[src/rtl/branch_predict_ctrl.sv]
// Branch predictor (2-bit counters indexed by PC) and EX-stage redirect/flush.
// Ports: ID predict in/out, EX resolve in, redirect/flush out, stats counters.
module branch_predict_ctrl #(
  parameter int XLEN     = 32,
  parameter int IDX_BITS = 4,
  parameter int CNT_W    = 32
) (
  input  logic            clk,
  input  logic            rst_n,
  input  logic            stall,
  input  logic            id_valid,
  input  logic            id_is_branch,
  input  logic [XLEN-1:0] id_pc,
  input  logic [XLEN-1:0] id_imm,
  output logic            id_pred_taken,
  output logic [XLEN-1:0] id_pred_target,
  input  logic            ex_valid,
  input  logic            ex_is_branch,
  input  logic [XLEN-1:0] ex_pc,
  input  logic            ex_pred_taken,
  input  logic            ex_taken,
  input  logic [XLEN-1:0] ex_target,
  output logic            redirect_valid,
  output logic [XLEN-1:0] redirect_pc,
  output logic            flush_if_id,
  output logic            flush_id_ex,
  output logic [CNT_W-1:0] branch_cnt,
  output logic [CNT_W-1:0] mispred_cnt
);

  localparam int N = 1 << IDX_BITS;
  localparam logic [XLEN-1:0]  PC_STEP = XLEN'(4);
  localparam logic [CNT_W-1:0] CNT_ONE = CNT_W'(1);

  logic [1:0]          r_tbl [N];
  logic [CNT_W-1:0]    r_branch_cnt;
  logic [CNT_W-1:0]    r_mispred_cnt;

  logic [IDX_BITS-1:0] w_id_idx;
  logic [IDX_BITS-1:0] w_ex_idx;
  logic                w_fire;
  logic                w_mispred;
  logic [1:0]          w_cur;
  logic [1:0]          w_next;
  logic [XLEN-1:0]     w_seq_pc;

  assign w_id_idx = id_pc[IDX_BITS+1:2];
  assign w_ex_idx = ex_pc[IDX_BITS+1:2];

  assign w_fire    = ex_valid & ex_is_branch & ~stall;
  assign w_mispred = w_fire & (ex_pred_taken != ex_taken);

  // ID sees the pre-update entry; no bypass from the EX write
  assign id_pred_taken  = id_valid & id_is_branch & r_tbl[w_id_idx][1];
  assign id_pred_target = id_pc + id_imm;

  assign w_seq_pc       = ex_pc + PC_STEP;
  assign redirect_valid = w_mispred;
  assign flush_if_id    = w_mispred;
  assign flush_id_ex    = w_mispred;
  assign redirect_pc    = (w_mispred & ex_taken) ? ex_target : w_seq_pc;

  assign w_cur = r_tbl[w_ex_idx];

  // saturating 2-bit counter step
  always_comb begin
    w_next = w_cur;
    unique case (1'b1)
      ex_taken  && (w_cur != 2'b11): w_next = w_cur + 2'd1;
      !ex_taken && (w_cur != 2'b00): w_next = w_cur - 2'd1;
      default:                       w_next = w_cur;
    endcase
  end

  always_ff @(posedge clk or negedge rst_n) begin
    if (!rst_n) begin
      for (int i = 0; i < N; i++) r_tbl[i] <= 2'b01;
      r_branch_cnt  <= '0;
      r_mispred_cnt <= '0;
    end else if (w_fire) begin
      r_tbl[w_ex_idx] <= w_next;
      r_branch_cnt    <= r_branch_cnt + CNT_ONE;
      if (w_mispred) r_mispred_cnt <= r_mispred_cnt + CNT_ONE;
    end
  end

  assign branch_cnt  = r_branch_cnt;
  assign mispred_cnt = r_mispred_cnt;

endmodule

[config.mk]
export PLATFORM = sky130hd
export DESIGN_NAME = branch_predict_ctrl
export DESIGN_NICKNAME = d
export VERILOG_FILES = /design/src/rtl/branch_predict_ctrl.sv
export SDC_FILE = /design/constraint.sdc
export NUM_CORES = 1
export LEC_CHECK = 0
export CORE_MARGIN = 2
export CORE_UTILIZATION = 49
export CTS_BUF_LIST = sky130_fd_sc_hd__clkbuf_4 sky130_fd_sc_hd__clkbuf_8
export CTS_CLUSTER_DIAMETER = 40
export DETAILED_ROUTE_END_ITERATION = 16
export PLACE_DENSITY = 0.95
export SYNTH_ARGS = -nofsm -noshare
export SYNTH_HDL_FRONTEND = slang
export SYNTH_SLANG_ARGS = --single-unit
[constraint.sdc]
create_clock -name clk -period 7.7 [get_ports clk]
set_input_delay 1.155 -clock clk [delete_from_list [all_inputs] [get_ports clk]]
set_output_delay 1.155 -clock clk [all_outputs]
set_load 0.1 [all_outputs]
==> metrics.md, run 1 <==
| Metric | Value |
|---|---|
| Commonest cells in the netlist | nand2_1, dfrtp_1, xnor2_1 |
| DRT antenna net count | 0 |
| Worst vdd ir | 132 µV |
| Post-Syn Instances | 734 |
| Critical R2R Capture | branch_cnt[29]$_DFFE_PN0P_ |
| Post-CTS Setup Inserts | 0 |
| Post-route DRC | 0 |
| Clock Path Buffers | 2 |
| Post-Synthesis Net Count | 909 |
| Area of the multi-input gates | 4320 µm² |
| Ys flop type | dfrtp_1 |
| Tmin final | 6.38 ns |
| Final TNS setup | 0 ns |
| Hold_ws | 0.502 ns |
| Hold Crit Depth | 1 |
| Via density | 5.58 |
| Worst R2R Path Depth | 8 |
| Critical path class | input pin to output pin |
| RSZ-0062 raised after global routing | false |
| Critical path launch point type | input pin |
| Relative slew slack | 28.5% |
| Io pins | 269 |
| Critical Path End Type | output pin |
| HP Class | register to register |
| Slew Viols, Final | 0 |
| Resized Gates After CTS | 0 |
| Highest clock rate | 0.157 GHz |
| Max Cap Viol | 0 |
| Largest net degree at the start of global routing | 72 |
| Ys Warns | 0 |
| Sequential Area | 2420 µm² |
| Setup crit start | id_imm[0] |
| First-pass DRT Iterations | 5 |
| Leak | 4.08 nW |
| Clk slew on worst S/H paths | 0.10 ns |
| WL final | 20600 µm |
| Rows | 43 |
| # hold bufs at CTS | 0 |
| Worst reg2reg setup slack | 5.15 ns |
| Vias in the first global route | 6470 |
| Cell Area, Synth | 6910 µm² |
| CTS root buffer | clkbuf_8 |
| R2R Path Start | branch_cnt[4]$_DFFE_PN0P_ |
| Crit path required time | 6.55 ns |
| Worst skew pair latency | 0.36 ns |
| WP data arrival | 5.23 ns |
| Status | complete, no violations |
| Routed length per instance | 17.5 µm |
| Routability cong. | 0.952 |
| Sequential area share after synthesis | 35.1% |
| Synth area leaders | dfrtp_1, xnor2_1, ha_1 |
| Initial DRC count | 419 |
| Post-route non-filler standard cell count | 1176 |
| Hold Violations, Final | 0 |
| Final #Nets | 1166 |
| Yosys top cell area share | 29.0% |
| Ys async rst share | 100% |
| Die footprint | 15100 µm² |
| Worst Tran Pin Value | 1.07 ns |
| Core Region | 13800 µm² |
| CTS H-Tree Depth | 3 |
| First-pass GRT wire length | 31400 µm |
| Initial core utilization | 50.0% |
| Initial antenna violation count | 0 |
| Die X | 123 µm |
| Post-DP HPWL | 16400 µm |
| #FFs+latches synth | 96 |
| Sink Count | 96 |
| Fillers | 985 |
| Area grow syn2layout | 43.4% |
| Die H | 123 µm |
| Post-synth top area cell | dfrtp_1 |
| CTS tree | built |
| Number of flops mapped to enable cells by yosys | 0 |
| # diodes | 0 |
| Crit-path max FO | 3 |
| Port Buffers | 268 |
| Total track usage | 26.4% |
| Cell variety after synth | 51 |
| Mean area per synthesized cell | 9.41 µm² |
| # placed instances | 1160 |
| Share of cells above drive strength 1 | 9.64% |
| TritonCTS Buffers | 9 |
| Tcrit/Tclk final | 82.9% |
| Count leader, synth | nand2_1 |
| Fin util | 71.6% |
| Power per Cell Area | 190 nW/µm² |
| Via count | 6565 |
| Hold Startpoint | branch_cnt[13]$_DFFE_PN0P_ |
| Final setup vio count | 0 |
| Fin Clk Skew | 0.0174 ns |
| GR Overflow Total | 0 |
| Hold endpoint | branch_cnt[13]$_DFFE_PN0P_ |
## cell type report
type	instances	area share [%]
multi-input cells	599	43.6
repair buffers	271	27.3
flip-flops and latches	96	24.5
well taps	180	2.27
clock buffers	10	1.33
inverters	14	0.531
clock inverters	6	0.518
## registers in the layout, indices dropped and copies added, names as in the netlist
signal       cells
branch_cnt      32
mispred_cnt     32
r_tbl           32
## layout by cell type (no fill, tap or decap), drive strengths merged, types with 2 or more instances in the layout
cell type      count
clkdlybuf4s50    267
nand2            102
dfrtp             80
xnor2             73
xor2              46
nand3             43
o21ai             42
nor2              41
ha                37
mux2              36
a21oi             29
a21o              22
nand4             21
inv               17
and3              16
dfstp             16
mux4              15
nor3              15
clkbuf            10
and4               8
a31oi              6
nand2b             4
or2                4
buf                4
o31a               3
a211oi             3
o21bai             3
o31ai              3
clkinvlp           3
nor3b              3
o21a               2
nor4b              2
or3                2
maj3               2
## layer usage
metal	share of wire (%)	vias to the layer above	GRT usage, %
met4	2.9	0	8.33
met2	48	297	44.9
met1	39	3096	32.9
met3	9.4	46	6.37
met5	0	-	0
li1	-	3126	-
## worst max path at each step
| stage | to | slack [ns] | cells past startpoint |
|---|---|---|---|
| final | id_pred_target[28] | 1.32 | 11 |
| after detailed placement | id_pred_target[25] | 1.35 | 10 |
| after floorplan | id_pred_target[28] | 0.15 | 9 |
| after CTS | id_pred_target[25] | 1.34 | 10 |
| after global routing | id_pred_target[28] | 1.08 | 11 |
| after global placement | id_pred_target[28] | 1.44 | 11 |
## kinds of logic (layout without fill, tap and decap cells)
family                   after synthesis  count (layout)  synth area share [%]
adder cells (fa/ha/maj)               40              40                  7.32
AO/OA/AOI/OAI                        122             122                  10.8
multiplexers                          51              51                  10.8
flip-flops                            96              96                  35.1
XOR/XNOR                             119             119                  15.1
buffers and inverters                 39             301                  2.50
AND/OR/NAND/NOR                      267             267                  18.5
## critical path: stages
cell and delay, ns:
clkdlybuf4s50_1 0.42, ha_1 0.21, fa_1 0.40, a21oi_1 0.20, o21ai_0 0.14, nand4_1 0.15, a211oi_1 0.12, nor4b_1 0.59
o31ai_1 0.25, o311ai_0 0.38, clkdlybuf4s50_1 1.20
## power breakdown
part,total [mW],switching (mW),internal (mW)
Clock,0.308,0.182,0.126
Combinational,0.990,0.705,0.285
Sequential,0.585,0.0375,0.547
Total,1.88,0.924,0.958
## per-stage QoR
step	total power [mW]	setup WS, ns	instance area (µm²)
global placement	1.57	1.44	9720
finish	1.88	1.32	9900
detailed placement	1.58	1.35	9720
CTS	1.89	1.34	9900
global route	1.96	1.08	9900
floorplan	1.30	0.149	6910
No activity file was read; power rests on OpenSTA's default activity.
==> run 2, diff against run 1 <==
- CORE_UTILIZATION: 49 -> 46
- PLACE_DENSITY: 0.95 -> 0.91
- clock period: 7.7 -> 6.1 ns (I/O delays scaled with it)
==> metrics.md, run 2 (synthesized netlist as in run 1, its figures left out) <==
| Metric | Value |
|---|---|
| Final setup margin | 0.998 ns (was 1.32 ns) |
| R2R Path Start | branch_cnt[4]$_DFFE_PN0P_ (unchanged) |
| Core Region | 14600 µm² (was 13800 µm²) |
| Worst vdd ir | 156 µV (was 132 µV) |
| Die X | 127 µm (was 123 µm) |
| CTS tree | built (unchanged) |
| Commonest cells after routing, fill and taps aside | clkdlybuf4s50_1, nand2_1, dfrtp_1, xnor2_1, buf_4 (was clkdlybuf4s50_1, nand2_1, dfrtp_1, xnor2_1, xor2_1) |
| Design area | 9770 µm² (was 9900 µm²) |
| Initial core utilization | 47.4% (was 50.0%) |
| Hold Violations, Final | 0 (unchanged) |
| Post-CTS Setup Inserts | 0 (unchanged) |
| Status | complete, no violations (unchanged) |
| Port Buffers | 268 (unchanged) |
| Total track usage | 24.0% (was 26.4%) |
| First-pass GRT wire length | 31700 µm (was 31400 µm) |
| Post-route non-filler standard cell count | 1180 (was 1176) |
| Slew Viols, Final | 0 (unchanged) |
| # diodes | 0 (unchanged) |
| Largest net degree at the start of global routing | 89 (was 72) |
| Routability cong. | 0.911 (was 0.952) |
| Initial antenna violation count | 0 (unchanged) |
| Max Cap Viol | 0 (unchanged) |
| Clk slew on worst S/H paths | 0.09 ns (was 0.10 ns) |
| Power per Cell Area | 240 nW/µm² (was 190 nW/µm²) |
| Io pins | 269 (unchanged) |
| Final TNS setup | 0 ns (unchanged) |
| Worst reg2reg setup slack | 3.63 ns (was 5.15 ns) |
| Resized Gates After CTS | 0 (unchanged) |
| GR Overflow Total | 0 (unchanged) |
| # placed instances | 1164 (was 1160) |
| Commonest non-fill, non-tap cell in the layout | clkdlybuf4s50_1 (unchanged) |
| Worst R2R Path Depth | 8 (unchanged) |
| Post-Place Cell Area | 9600 µm² (was 9720 µm²) |
| Clock Path Buffers | 2 (unchanged) |
| Critical path launch point type | input pin (unchanged) |
| Critical Path End Type | output pin (unchanged) |
| HP Class | input pin to async pin (was register to register) |
| Final #Nets | 1166 (unchanged) |
| Final setup vio count | 0 (unchanged) |
| Critical Path Max Stage Delay | 0.62 ns (was 1.20 ns) |
| Crit path required time | 5.18 ns (was 6.55 ns) |
| Share of cells above drive strength 1 | 14.9% (was 9.64%) |
| CTS H-Tree Depth | 3 (unchanged) |
| Leak | 4.13 nW (was 4.08 nW) |
| Via density | 5.54 (was 5.58) |
| DRT antenna net count | 0 (unchanged) |
| Via count | 6538 (was 6565) |
| Worst path bufs/invs | 2 (unchanged) |
| WL final | 20100 µm (was 20600 µm) |
| Post-DP HPWL | 15900 µm (was 16400 µm) |
| CTS root buffer | clkbuf_8 (unchanged) |
| Setup crit start | id_imm[0] (unchanged) |
| Relative slew slack | 28.2% (was 28.5%) |
| Critical R2R Capture | branch_cnt[29]$_DFFE_PN0P_ (unchanged) |
| # hold bufs at CTS | 0 (unchanged) |
| Initial DRC count | 393 (was 419) |
| Hold_ws | 0.358 ns (was 0.502 ns) |
| Highest clock rate | 0.196 GHz |
| Fin Clk Skew | 0.00795 ns (was 0.0174 ns) |
| Dpl ws | 1.05 ns (was 1.35 ns) |
| Area grow syn2layout | 41.4% (was 43.4%) |
| Routed length per instance | 17.0 µm (was 17.5 µm) |
| Power Total | 2.35 mW (was 1.88 mW) |
| Vias in the first global route | 6308 (was 6470) |
| Post-route DRC | 0 (unchanged) |
| Tcrit/Tclk final | 83.6% |
| TritonCTS Buffers | 9 (unchanged) |
| Crit-path max FO | 3 (unchanged) |
| Critical-path cell list | clkdlybuf4s50_1 > ha_1 > fa_1 > a21oi_1 > o21ai_0 > nand4_1 > a211oi_1 > nor4b_1 > o31ai_1 > o311ai_1 > buf_4 (was clkdlybuf4s50_1 > ha_1 > fa_1 > a21oi_1 > o21ai_0 > nand4_1 > a211oi_1 > nor4b_1 > o31ai_1 > o311ai_0 > clkdlybuf4s50_1) |
| Fillers | 1110 (was 985) |
| WP data arrival | 4.19 ns (was 5.23 ns) |
| Tmin final | 5.10 ns |
| Die footprint | 16000 µm² (was 15100 µm²) |
| Critical path class | input pin to output pin (unchanged) |
| Rows | 44 (was 43) |
| CP top delay family | compound AO/OA/AOI/OAI gates (was buffers and inverters) |
| RSZ-0062 raised after global routing | false (unchanged) |
| Sink Count | 96 (unchanged) |
| Die H | 127 µm (was 123 µm) |
| First-pass DRT Iterations | 5 (unchanged) |
| Slowest cell on the critical path | nor4b_1 (was clkdlybuf4s50_1) |
| Fin util | 67.0% (was 71.6%) |
| Worst skew pair latency | 0.36 ns (about the same) |
| Worst Tran Pin Value | 1.08 ns (was 1.07 ns) |
[run 2: worst max-delay path by stage]
stage,end,slack (ns),cells after the start
6_report,id_pred_target[28],1.0,11
5_1_grt,id_pred_target[28],0.84,11
4_1_cts,id_pred_target[28],1.05,11
3_5_place_dp,id_pred_target[28],1.05,11
3_3_place_gp,id_pred_target[28],1.16,11
2_1_floorplan,id_pred_target[28],0.21,9
[run 2: where the power goes]
group | switching, mW | internal [mW]
combinational | 0.894 | 0.344
sequential | 0.0460 | 0.691
clock | 0.224 | 0.148
[run 2: layout make-up]
cell class	count	area (µm²)	area share, %
Multi-Input combinational cell	599	4320	44.2
Timing Repair Buffer	271	2570	26.3
Sequential cell	96	2420	24.8
Tap cell	184	230	2.36
Clock buffer	9	124	1.27
Inverter	14	52.6	0.538
Clock inverter	7	47.5	0.487
[run 2: per-layer routing]
metal | vias to the layer above | global-route usage [%] | wire, µm
met5 | - | 0 | 0
met3 | 34 | 5.36 | 1630
met2 | 258 | 40.7 | 9730
met4 | 0 | 6.40 | 446
met1 | 3120 | 31.0 | 8270
li1 | 3126 | - | -
==> run 3, diff against run 2 <==
- clock period: 6.1 -> 5.01 ns (I/O delays scaled with it)
==> metrics.md, run 3 (synthesized netlist as in run 1, its figures left out) <==
| Metric | Value |
|---|---|
| Post-route non-filler standard cell count | 1188 (was 1180) |
| Worst reg2reg setup slack | 2.48 ns (was 3.63 ns) |
| Final setup vio count | 0 (unchanged) |
| Routed length per instance | 17.6 µm (was 17.0 µm) |
| Final setup margin | 0.361 ns (was 0.998 ns) |
| Dpl ws | 0.382 ns (was 1.05 ns) |
| Resized Gates After CTS | 0 (unchanged) |
| Tcrit/Tclk final | 92.8% |
| R2R Path Start | branch_cnt[4]$_DFFE_PN0P_ (unchanged) |
| Sink Count | 96 (unchanged) |
| Io pins | 269 (unchanged) |
| Relative slew slack | 32.9% (was 28.2%) |
| RSZ-0062 raised after global routing | false (unchanged) |
| Fin Clk Skew | 0.0154 ns (was 0.00795 ns) |
| Port Buffers | 268 (unchanged) |
| Total track usage | 25.0% (was 24.0%) |
| Psw | 1.43 mW (was 1.16 mW) |
| DRT antenna net count | 0 (unchanged) |
| Clock share of power | 19.8% (was 15.8%) |
| First-pass DRT Iterations | 7 (was 5) |
| Critical Path End Type | output pin (unchanged) |
| Initial core utilization | 47.4% (unchanged) |
| Routability cong. | 0.924 (was 0.911) |
| Flop pwr share | 28.9% (was 31.4%) |
| WL final | 20900 µm (was 20100 µm) |
| HP Class | input pin to async pin (unchanged) |
| Internal power | 1.67 mW (was 1.18 mW) |
| Post-DP HPWL | 16700 µm (was 15900 µm) |
| Crit path required time | 4.26 ns (was 5.18 ns) |
| Final #Nets | 1174 (was 1166) |
| Slew Viols, Final | 0 (unchanged) |
| CTS root buffer | clkbuf_8 (unchanged) |
| Fillers | 1045 (was 1110) |
| Largest net degree at the start of global routing | 59 (was 89) |
| Max Cap Viol | 0 (unchanged) |
| # placed instances | 1172 (was 1164) |
| Vias in the first global route | 6570 (was 6308) |
| WP data arrival | 3.90 ns (was 4.19 ns) |
| Worst R2R Path Depth | 8 (unchanged) |
| Critical path class | input pin to output pin (unchanged) |
| Crit-path max FO | 5 (was 3) |
| Worst skew pair latency | 0.35 ns (was 0.36 ns) |
| CTS tree | built (unchanged) |
| Core Region | 14600 µm² (unchanged) |
| Clk slew on worst S/H paths | 0.09 ns (about the same) |
| Post-CTS Setup Inserts | 0 (unchanged) |
| Status | complete, no violations (unchanged) |
| Worst vdd ir | 547 µV (was 156 µV) |
| Die X | 127 µm (unchanged) |
| Commonest cells after routing, fill and taps aside | clkdlybuf4s50_1, nand2_1, dfrtp_1, xnor2_1, buf_4 (unchanged) |
| Clock Path Buffers | 2 (unchanged) |
| Power per Cell Area | 305 nW/µm² (was 240 nW/µm²) |
| Leak | 4.34 nW (was 4.13 nW) |
| Area grow syn2layout | 47.2% (was 41.4%) |
| Final TNS setup | 0 ns (unchanged) |
| Share of cells above drive strength 1 | 17.1% (was 14.9%) |
| Critical R2R Capture | branch_cnt[29]$_DFFE_PN0P_ (unchanged) |
| Commonest non-fill, non-tap cell in the layout | clkdlybuf4s50_1 (unchanged) |
| TritonCTS Buffers | 9 (unchanged) |
| Switching Share | 46.1% (was 49.6%) |
| Initial DRC count | 342 (was 393) |
| Die H | 127 µm (unchanged) |
| Post-route DRC | 0 (unchanged) |
| Die footprint | 16000 µm² (unchanged) |
| Tmin final | 4.65 ns |
| First-pass GRT wire length | 32800 µm (was 31700 µm) |
| Via count | 6565 (was 6538) |
| Comb pwr share | 51.2% (was 52.8%) |
| Via density | 5.53 (was 5.54) |
| GR Overflow Total | 0 (unchanged) |
| Highest clock rate | 0.215 GHz |
| # diodes | 0 (unchanged) |
| CTS H-Tree Depth | 3 (unchanged) |
| Worst Tran Pin Value | 1.00 ns (was 1.08 ns) |
| Rows | 44 (unchanged) |
| # hold bufs at CTS | 0 (unchanged) |
| Hold Violations, Final | 0 (unchanged) |
| Critical path launch point type | input pin (unchanged) |
| Initial antenna violation count | 0 (unchanged) |
==> run 3: changes by cell type in the layout (fill, tap and decap cells not counted), moves of 3 or more <==
cell / before / now
bufinv_16: 0 / 3
clkdlybuf4s50_1: 215 / 201
o21ai_0: 42 / 39
buf_12: 0 / 23
o21ai_1: 0 / 3
==> run 3: power groups by stage <==
| stage | clock network (mW) | logic [mW] | registers, mW |
|---|---|---|---|
| floorplan | 0 | 0.882 | 1.12 |
| global placement | 0 | 1.57 | 0.904 |
| detailed placement | 0 | 1.58 | 0.910 |
| CTS | 0.631 | 1.59 | 0.896 |
| global route | 0.664 | 1.65 | 0.905 |
| finish | 0.616 | 1.59 | 0.898 |
==> run 3: worst max path at each step <==
stage	endpoint	startpoint	slack, ns	depth (start not counted)
4_1_cts	id_pred_target[30]	id_pc[3]	0.38	12
5_1_grt	id_pred_target[28]	id_pc[3]	0.16	12
6_report	id_pred_target[30]	id_pc[3]	0.36	12
2_1_floorplan	redirect_pc[27]	ex_pc[3]	0.06	7
3_5_place_dp	id_pred_target[30]	id_pc[3]	0.38	12
3_3_place_gp	id_pred_target[30]	id_pc[3]	0.43	12
==> run 3: per-stage QoR <==
| step | hold slack [ns] | power, mW | utilization (%) | area, µm² |
|---|---|---|---|---|
| final | 0.452 | 3.10 | 69.7 | 10200 |
| after CTS | 0.465 | 3.12 | 69.7 | 10200 |
| after global placement | 0.465 | 2.47 | 68.0 | 9920 |
| after global routing | 0.500 | 3.22 | 69.7 | 10200 |
| after floorplan | 0.456 | 2.00 | - | 6920 |
| after detailed placement | 0.491 | 2.49 | 68.0 | 9920 |
==> run 3: layout make-up <==
cell class | instances | area (µm²) | area share (%)
inverter | 14 | 52.6 | 0.517
sequential | 96 | 2420 | 23.8
tap | 184 | 230 | 2.26
clock buffer | 10 | 138 | 1.35
multi-input combinational | 599 | 4330 | 42.6
clock inverter | 6 | 113 | 1.11
timing repair buffer | 279 | 2890 | 28.4
==> run 3: critical path, stage by stage <==
cell             delay [ns]
clkdlybuf4s50_1        0.57
ha_1                   0.42
nand2_1                0.09
o21ai_0                0.26
nand4_1                0.17
a211oi_1               0.33
nor4b_1                0.10
buf_4                  0.15
o31a_1                 0.31
o21ai_0                0.25
xor2_1                 0.27
buf_12                 0.21
==> run 3: routing by layer <==
metal	wire (µm)	GRT usage (%)	vias to the layer above
li1	-	-	3142
met1	8610	31.4	3137
met4	409	5.62	0
met2	10600	45.0	243
met3	1320	4.51	43
met5	0	0	-
